[src/rtl/fact_pkg.sv]
`default_nettype none
// ============================================================================
// Module      : fact_pkg
// Description : Shared FSM state type and default sizing for the factorial unit.
// Revision    : 1.0 - initial release
// ============================================================================
package fact_pkg;

    localparam int c_default_width = 32;
    localparam int c_default_n_max = 12;

    typedef enum logic [1:0] {
        ST_IDLE = 2'd0,
        ST_RUN  = 2'd1,
        ST_DONE = 2'd2
    } state_t;

endpackage : fact_pkg
`default_nettype wire

[src/rtl/fact_dp.sv]
`default_nettype none
// ============================================================================
// Module      : fact_dp
// Description : Factorial datapath: down-counter, product register, multiplier.
// Revision    : 1.0 - initial release
// ============================================================================
module fact_dp #(
    parameter int WIDTH = fact_pkg::c_default_width
) (
    input  logic             clk,
    input  logic             rst,
    input  logic             i_load,
    input  logic             i_step,
    input  logic             i_clear,
    input  logic [3:0]       i_n,
    output logic [3:0]       o_cnt,
    output logic [WIDTH-1:0] o_prod
);

    logic [3:0]       r_cnt;
    logic [WIDTH-1:0] r_prod;
    logic [WIDTH-1:0] w_mul;

    // Product is kept modulo 2^WIDTH; no overflow detection.
    assign w_mul = r_prod * {{(WIDTH-4){1'b0}}, r_cnt};

    always_ff @(posedge clk) begin
        if (!rst) begin
            r_cnt  <= 4'd0;
            r_prod <= '0;
        end else if (i_clear) begin
            r_cnt  <= 4'd0;
            r_prod <= '0;
        end else if (i_load) begin
            r_cnt  <= i_n;
            r_prod <= WIDTH'(1);
        end else if (i_step) begin
            r_cnt  <= r_cnt - 4'd1;
            r_prod <= w_mul;
        end
    end

    assign o_cnt  = r_cnt;
    assign o_prod = r_prod;

endmodule : fact_dp
`default_nettype wire

[src/rtl/fact_ctrl.sv]
`default_nettype none
// ============================================================================
// Module      : fact_ctrl
// Description : Iterative n! engine with go/busy/done handshake and range error.
// Revision    : 1.0 - initial release
// ============================================================================
module fact_ctrl #(
    parameter int WIDTH = fact_pkg::c_default_width,
    parameter int N_MAX = fact_pkg::c_default_n_max
) (
    input  logic             clk,
    input  logic             rst,
    input  logic             go,
    input  logic [3:0]       n,
    output logic             busy,
    output logic             done,
    output logic             err,
    output logic [WIDTH-1:0] result
);
    import fact_pkg::*;

    state_t           r_state;
    logic             r_busy;
    logic             r_done;
    logic             r_err;
    logic [3:0]       w_cnt;
    logic [WIDTH-1:0] w_prod;
    logic             w_accept;
    logic             w_bad;
    logic             w_load;
    logic             w_clear;
    logic             w_step;
    logic             w_last;

    assign w_accept = go && (r_state != ST_RUN);
    assign w_bad    = 32'(n) > 32'(N_MAX);
    assign w_load   = w_accept && !w_bad;
    assign w_clear  = w_accept && w_bad;
    assign w_last   = (w_cnt <= 4'd1);
    assign w_step   = (r_state == ST_RUN) && !w_last;

    fact_dp #(
        .WIDTH (WIDTH)
    ) u_dp (
        .clk     (clk),
        .rst     (rst),
        .i_load  (w_load),
        .i_step  (w_step),
        .i_clear (w_clear),
        .i_n     (n),
        .o_cnt   (w_cnt),
        .o_prod  (w_prod)
    );

    always_ff @(posedge clk) begin
        if (!rst) begin
            r_state <= ST_IDLE;
            r_busy  <= 1'b0;
            r_done  <= 1'b0;
            r_err   <= 1'b0;
        end else begin
            case (r_state)
                ST_IDLE, ST_DONE: begin
                    if (w_accept) begin
                        if (w_bad) begin
                            r_state <= ST_DONE;
                            r_busy  <= 1'b0;
                            r_done  <= 1'b1;
                            r_err   <= 1'b1;
                        end else begin
                            r_state <= ST_RUN;
                            r_busy  <= 1'b1;
                            r_done  <= 1'b0;
                            r_err   <= 1'b0;
                        end
                    end
                end
                ST_RUN: begin
                    if (w_last) begin
                        r_state <= ST_DONE;
                        r_busy  <= 1'b0;
                        r_done  <= 1'b1;
                    end
                end
                default: begin
                    r_state <= ST_IDLE;
                    r_busy  <= 1'b0;
                    r_done  <= 1'b0;
                    r_err   <= 1'b0;
                end
            endcase
        end
    end

    assign busy   = r_busy;
    assign done   = r_done;
    assign err    = r_err;
    assign result = (r_done && !r_err) ? w_prod : '0;

endmodule : fact_ctrl
`default_nettype wire

[config.mk]
export PLATFORM = sky130hd
export DESIGN_NAME = fact_ctrl
export DESIGN_NICKNAME = d
export VERILOG_FILES = /design/src/rtl/fact_pkg.sv /design/src/rtl/fact_dp.sv /design/src/rtl/fact_ctrl.sv
export SDC_FILE = /design/constraint.sdc
export NUM_CORES = 1
export LEC_CHECK = 0
export ABC_AREA = 1
export BUFFER_PORTS_ARGS = -buffer_cell sky130_fd_sc_hd__buf_2
export CAP_MARGIN = 30
export CORE_UTILIZATION = 29
export CTS_CLUSTER_SIZE = 25
export DETAILED_ROUTE_END_ITERATION = 10
export GPL_TIMING_DRIVEN = 0
export PLACE_DENSITY = 0.47
export SLEW_MARGIN = 30
export SYNTH_ARGS = -nofsm -noshare
export SYNTH_HDL_FRONTEND = slang
export SYNTH_SLANG_ARGS = --single-unit
[constraint.sdc]
create_clock -name clk -period 8.99 [get_ports clk]
set_input_delay 0.4495 -clock clk [delete_from_list [all_inputs] [get_ports clk]]
set_output_delay 0.4495 -clock clk [all_outputs]
set_load 0.005 [all_outputs]
# Word-level counts from Yosys, hierarchy flattened

Cells that the tools add are included.

Add/sub/neg operators: 1
Multipliers: 1
$lt $le $gt $ge: 2
Equality and inequality tests: 5
Mux-type cells: 18
Bitwise logic cells: 2
Reduce and logical (&&, ||, !) cells: 15

Operators by type and width:

| kind                  | count |
|---|---|
| $mul A32 B4 Y32       | 1 |
| $mux W32              | 1 |
| $mux W1               | 8 |
| $mux W4               | 2 |
| $mux W2               | 3 |
| $pmux W1 S2           | 3 |
| $logic_and A1 B1 Y1   | 5 |
| $gt A4 B4 Y1 const B  | 1 |
| $le A4 B1 Y1 const B  | 1 |
| $ne A2 B2 Y1 const B  | 2 |
| $pmux W2 S2           | 1 |
| $reduce_and A2 Y1     | 2 |
| $reduce_or A2 Y1      | 2 |
| $sub A4 B1 Y4 const B | 1 |
| $logic_not A1 Y1      | 3 |
| $reduce_or A3 Y1      | 1 |
| $eq A2 B1 Y1 const B  | 1 |
| $eq A2 B2 Y1 const B  | 1 |
| $logic_not A2 Y1      | 1 |
| $ne A2 B1 Y1 const B  | 1 |
| $not A1 Y1            | 2 |
| $reduce_bool A2 Y1    | 1 |

Bits in registers: 41
Input port bits: 7
Output and inout port bits: 35
Word-level logic and storage cells: 51

# Longest topological paths before layout

Depth in word-level cells: 5
Mapped depth: 21
Depth with buffers taken out: 19

# Hierarchy

Synthesis repeated with hierarchy kept, for this count alone.

Cells, all modules: 1155
Area, all modules: 6515.0 um^2

By module, submodules not included:

| module    | instances | cells an instance | area an instance (um^2) | sequential area each (um^2) |
|---|---|---|---|---|
| fact_dp   | 1         | 1053              | 6060.8                  | 720.7 |
| fact_ctrl | 1         | 102               | 454.2                   | 60.1 |

# Worst setup path after synthesis

OpenSTA, ideal clock, no wires.

Kind: reg2reg
Start point: register u_dp.r_cnt[3], in the netlist u_dp.o_cnt[3]
End point: register u_dp.r_prod[18], in the netlist u_dp.o_prod[18]
Setup time: 0.109 ns
Arrival: 3.311 ns
Required time: 8.881 ns
Path slack: 5.570 ns
Cell stages (with the launch flop): 18
Path buffers: 2
Period minus slack after synthesis: 3.420 ns
Path through: dfxtp_1 > clkbuf_1 > clkbuf_1 > nand2_1 > fa_1 > fa_1 > fa_1 > inv_1 > nand3_1 > nand3_1 > nand2_1 > nand2_1 > nand2_1 > nand2_1 > xnor2_1 > nand2_1 > nand2_1 > inv_1

Cells in the longest elaborated chain, start to end: 3
Elaborated cells on any way between the ends: 4
Those cells by class: mul (1); order compare (1); reduce/logical (2)

RTL lines:

| what                                                                    | line          | RTL |
|---|---|---|
| start: declaration                                                      | fact_dp.sv:20 | `logic [3:0] r_cnt;` |
| start signal: assignment                                                | fact_dp.sv:35 | `r_cnt <= i_n;` |
| start signal: assignment                                                | fact_dp.sv:38 | `r_cnt <= r_cnt - 4'd1;` |
| parallel branches: the longest is 3 deep, another holds $mul A32 B4 Y32 | n/a           |  |
| end signal: assignment                                                  | fact_dp.sv:39 | `r_prod <= w_mul;` |
| end: declaration                                                        | fact_dp.sv:21 | `logic [WIDTH-1:0] r_prod;` |

Several ways; the timed one is not identified.
A chain may end at the register's enable or synchronous reset.

# Worst setup path after layout

Ends and elaborated chain as after synthesis.

==> qor.csv <==
stage,metric,value,unit
placement,IO Port Bufs,41,
logic_synthesis,sequential share of the synthesized area,11.9,%
floorplanning,Placement Rows,54,
timing,Tcrit/Tclk final,53.8,%
global_route,vias in the first global route,6197,
clock_tree,clk root buf,clkbuf_16,
drt,Wirelength per Cell,13.2,um
floorplanning,# IOs,42,
floorplanning,core area,22000,um2
logic_synthesis,Ys Warns,0,
timing,PnR worst setup slack,4150,ps
global_route,first-pass GRT wire length,31.8,mm
placement,global placement routability congestion,0.880,
global_route,GR Util All Layers,17.5,%
logic_synthesis,Synth Register Bits,39,
final_layout,ant diodes,0,
timing,Final Hold Viols,0,
timing,worst-case headroom to the max-slew limit,34.1,%
setup_path,FF-to-FF Start,u_dp.o_cnt[3]$_SDFFE_PP0P_,
placement,post-DP HPWL,15.9,mm
setup_path,CP Class,flop to flop,
clock_tree,htree depth,2,
power,Power per Cell Area,71.1,nW/um2
hold_path,hold crit path type,primary input to flop,
logic_synthesis,Post-Syn Nets,1234,
timing,max frequency,207,MHz
timing,"Slew Viols, Final",0,
timing,Hold WS,398,ps
final_layout,"commonest non-fill, non-tap cells in the layout","358 x inv_1, 342 x nand2_1, 76 x nor2_1",
logic_synthesis,"EDFF count, synth",0,
floorplanning,die height,152,um
drt,ANT nets after route,0,
global_route,largest net degree at the start of global routing,15,
clock_tree,CTS max path bufs,2,
final_layout,Synth-to-Final Area Change,10.8,%
setup_path,startpoint types,flop,
logic_synthesis,Syn Area/Cell,5.78,um2
timing,Slew @ Worst Pin,988,ps
drt,final WL,19.3,mm
power,Worst VDD drop,0.0000700,V
clock_tree,CTS Buf Count,5,
floorplanning,Die Width,152,um
run_status,status,finished clean,
floorplanning,die area,23200,um2
hold_path,Worst Min Path Start,go,
final_layout,multi-input logic area,4260,um2
logic_synthesis,cell area after synthesis,6560,um2
timing,RSZ-0062 raised after global routing,false,
final_layout,Filler cells,2550,
flow_run,Max Cap Viol,0,
drt,First DRT Iteration DRCs,297,
setup_path,Critical Path AT,5040,ps
clock_tree,clock sinks,39,
setup_path,Worst setup EP type,flop,
placement,DP Worst Slack,4170,ps
logic_synthesis,synth unique cells,35,
final_layout,Nets,1282,
global_route,initial antenna violation count,0,
clock_tree,CTS tree,done,
floorplanning,Starting Density,29.8,%
global_route,remaining global-route overflow,0,
setup_path,Crit. Startpoint,u_dp.o_cnt[3]$_SDFFE_PP0P_,
drt,Residual DRC,0,
drt,DRT Pass-1 Iters,6,
logic_synthesis,main flop type after synthesis,dfxtp_1,
drt,Vias/cell,4.25,
drt,DR vias,6221,
final_layout,"commonest non-fill, non-tap cell in the layout",inv_1,
clock_tree,worst skew pair latency,310,ps
setup_path,Crit path required time,9190,ps
timing,Final min period,4840,ps
clock_tree,postcts setup bufs,0,
setup_path,Worst Path Max Fanout,10,
clock_tree,Clock transition at path regs,80,ps
final_layout,Storage cell area,781,um2
logic_synthesis,Cells after Synth,1136,
timing,TNS Setup,0,ps
logic_synthesis,asr flop ratio synth,0,%
final_layout,layout cells sized above 1,9.11,%
timing,Final setup viols,0,
timing,Final Skew,10.2,ps
clock_tree,CTS resizes,0,
power,static leakage,4.65,nW
clock_tree,CTS Hold Bufs,0,
critical path: stages (launching register included):
cell and delay, ps:
dfxtp_1 370, clkbuf_1 750, clkbuf_1 750, nand2_1 180
fa_1 550, fa_1 540, fa_1 480, inv_1 130
nand3_1 80, nand3_1 170, nand2_1 80, nand2_1 150
nand2_1 70, nand2_1 90, xnor2_1 110, nand2_1 90
nand2_1 70, inv_1 30
Yosys cell counts, types with 5 or more instances:
cell | number | area share (%)
nand3_1 | 49 | 3.7
nand2_1 | 342 | 20
nor2_1 | 76 | 4.3
clkbuf_1 | 16 | 0.92
nand2_2 | 12 | 1.1
buf_2 | 8 | 0.61
xor2_1 | 9 | 1.2
inv_2 | 17 | 0.97
nor2_2 | 6 | 0.57
o21ai_1 | 13 | 0.99
fa_1 | 57 | 17
a21oi_1 | 48 | 3.7
dfxtp_1 | 39 | 12
inv_1 | 358 | 20
nand4_1 | 5 | 0.48
o21ai_0 | 9 | 0.69
ha_1 | 34 | 6.5
layer usage:
layer | global-route usage, % | routed length [um]
met5 | 0 | 0
met4 | 3.85 | 296
met3 | 2.13 | 516
met2 | 29.4 | 8680
met1 | 23.8 | 9770
worst paths after layout:
path                                        to  slack (ps)  depth (start not counted)
setup reg to reg  u_dp.o_prod[18]$_SDFFE_PP0P_        4150                         17
hold reg to reg               err$_SDFFE_PN0P_         490                          2
setup / recovery  u_dp.o_prod[18]$_SDFFE_PP0P_        4150                         17
hold / removal                err$_SDFFE_PN0P_         400                          3
cell families (layout without fill, tap and decap cells):
logic type	Yosys count	after routing	share of synthesized area, %
compound gates	86	86	7.28
flops	39	39	11.9
simple gates	506	506	32.1
buf+inv	402	451	23.2
xor+xnor	12	12	1.60
fa+ha+maj	91	91	23.9
layout make-up:
cell class	count	share of cell area (%)
inverters	376	19.4
repair buffers	41	2.82
flip-flops and latches	39	10.7
clock buffers	5	1.72
well taps	280	4.82
plain buffers	26	1.53
clock inverters	3	0.344
multi-input cells	695	58.6
flip-flops by register name, indices dropped and copies added (netlist names):
name / count
r_state: 1
busy: 1
u_dp.o_prod: 32
err: 1
u_dp.o_cnt: 4
report_power, final:
group          switching [mW]  internal [mW]
logic                  0.0909         0.0337
clock network          0.0950          0.104
registers              0.0110          0.182
through the flow:
step | total power [mW] | area, um2 | util [%] | cells
after global placement | 0.323 | 7120 | 32.3 | 1457
after floorplan | 0.273 | 6560 | - | 1136
after detailed placement | 0.323 | 7120 | 32.3 | 1457
after CTS | 0.523 | 7270 | 33.0 | 1465
final | 0.517 | 7270 | 33.0 | 1465
after global routing | 0.550 | 7270 | 33.0 | 1465
(Power assumes the default switching activity.)
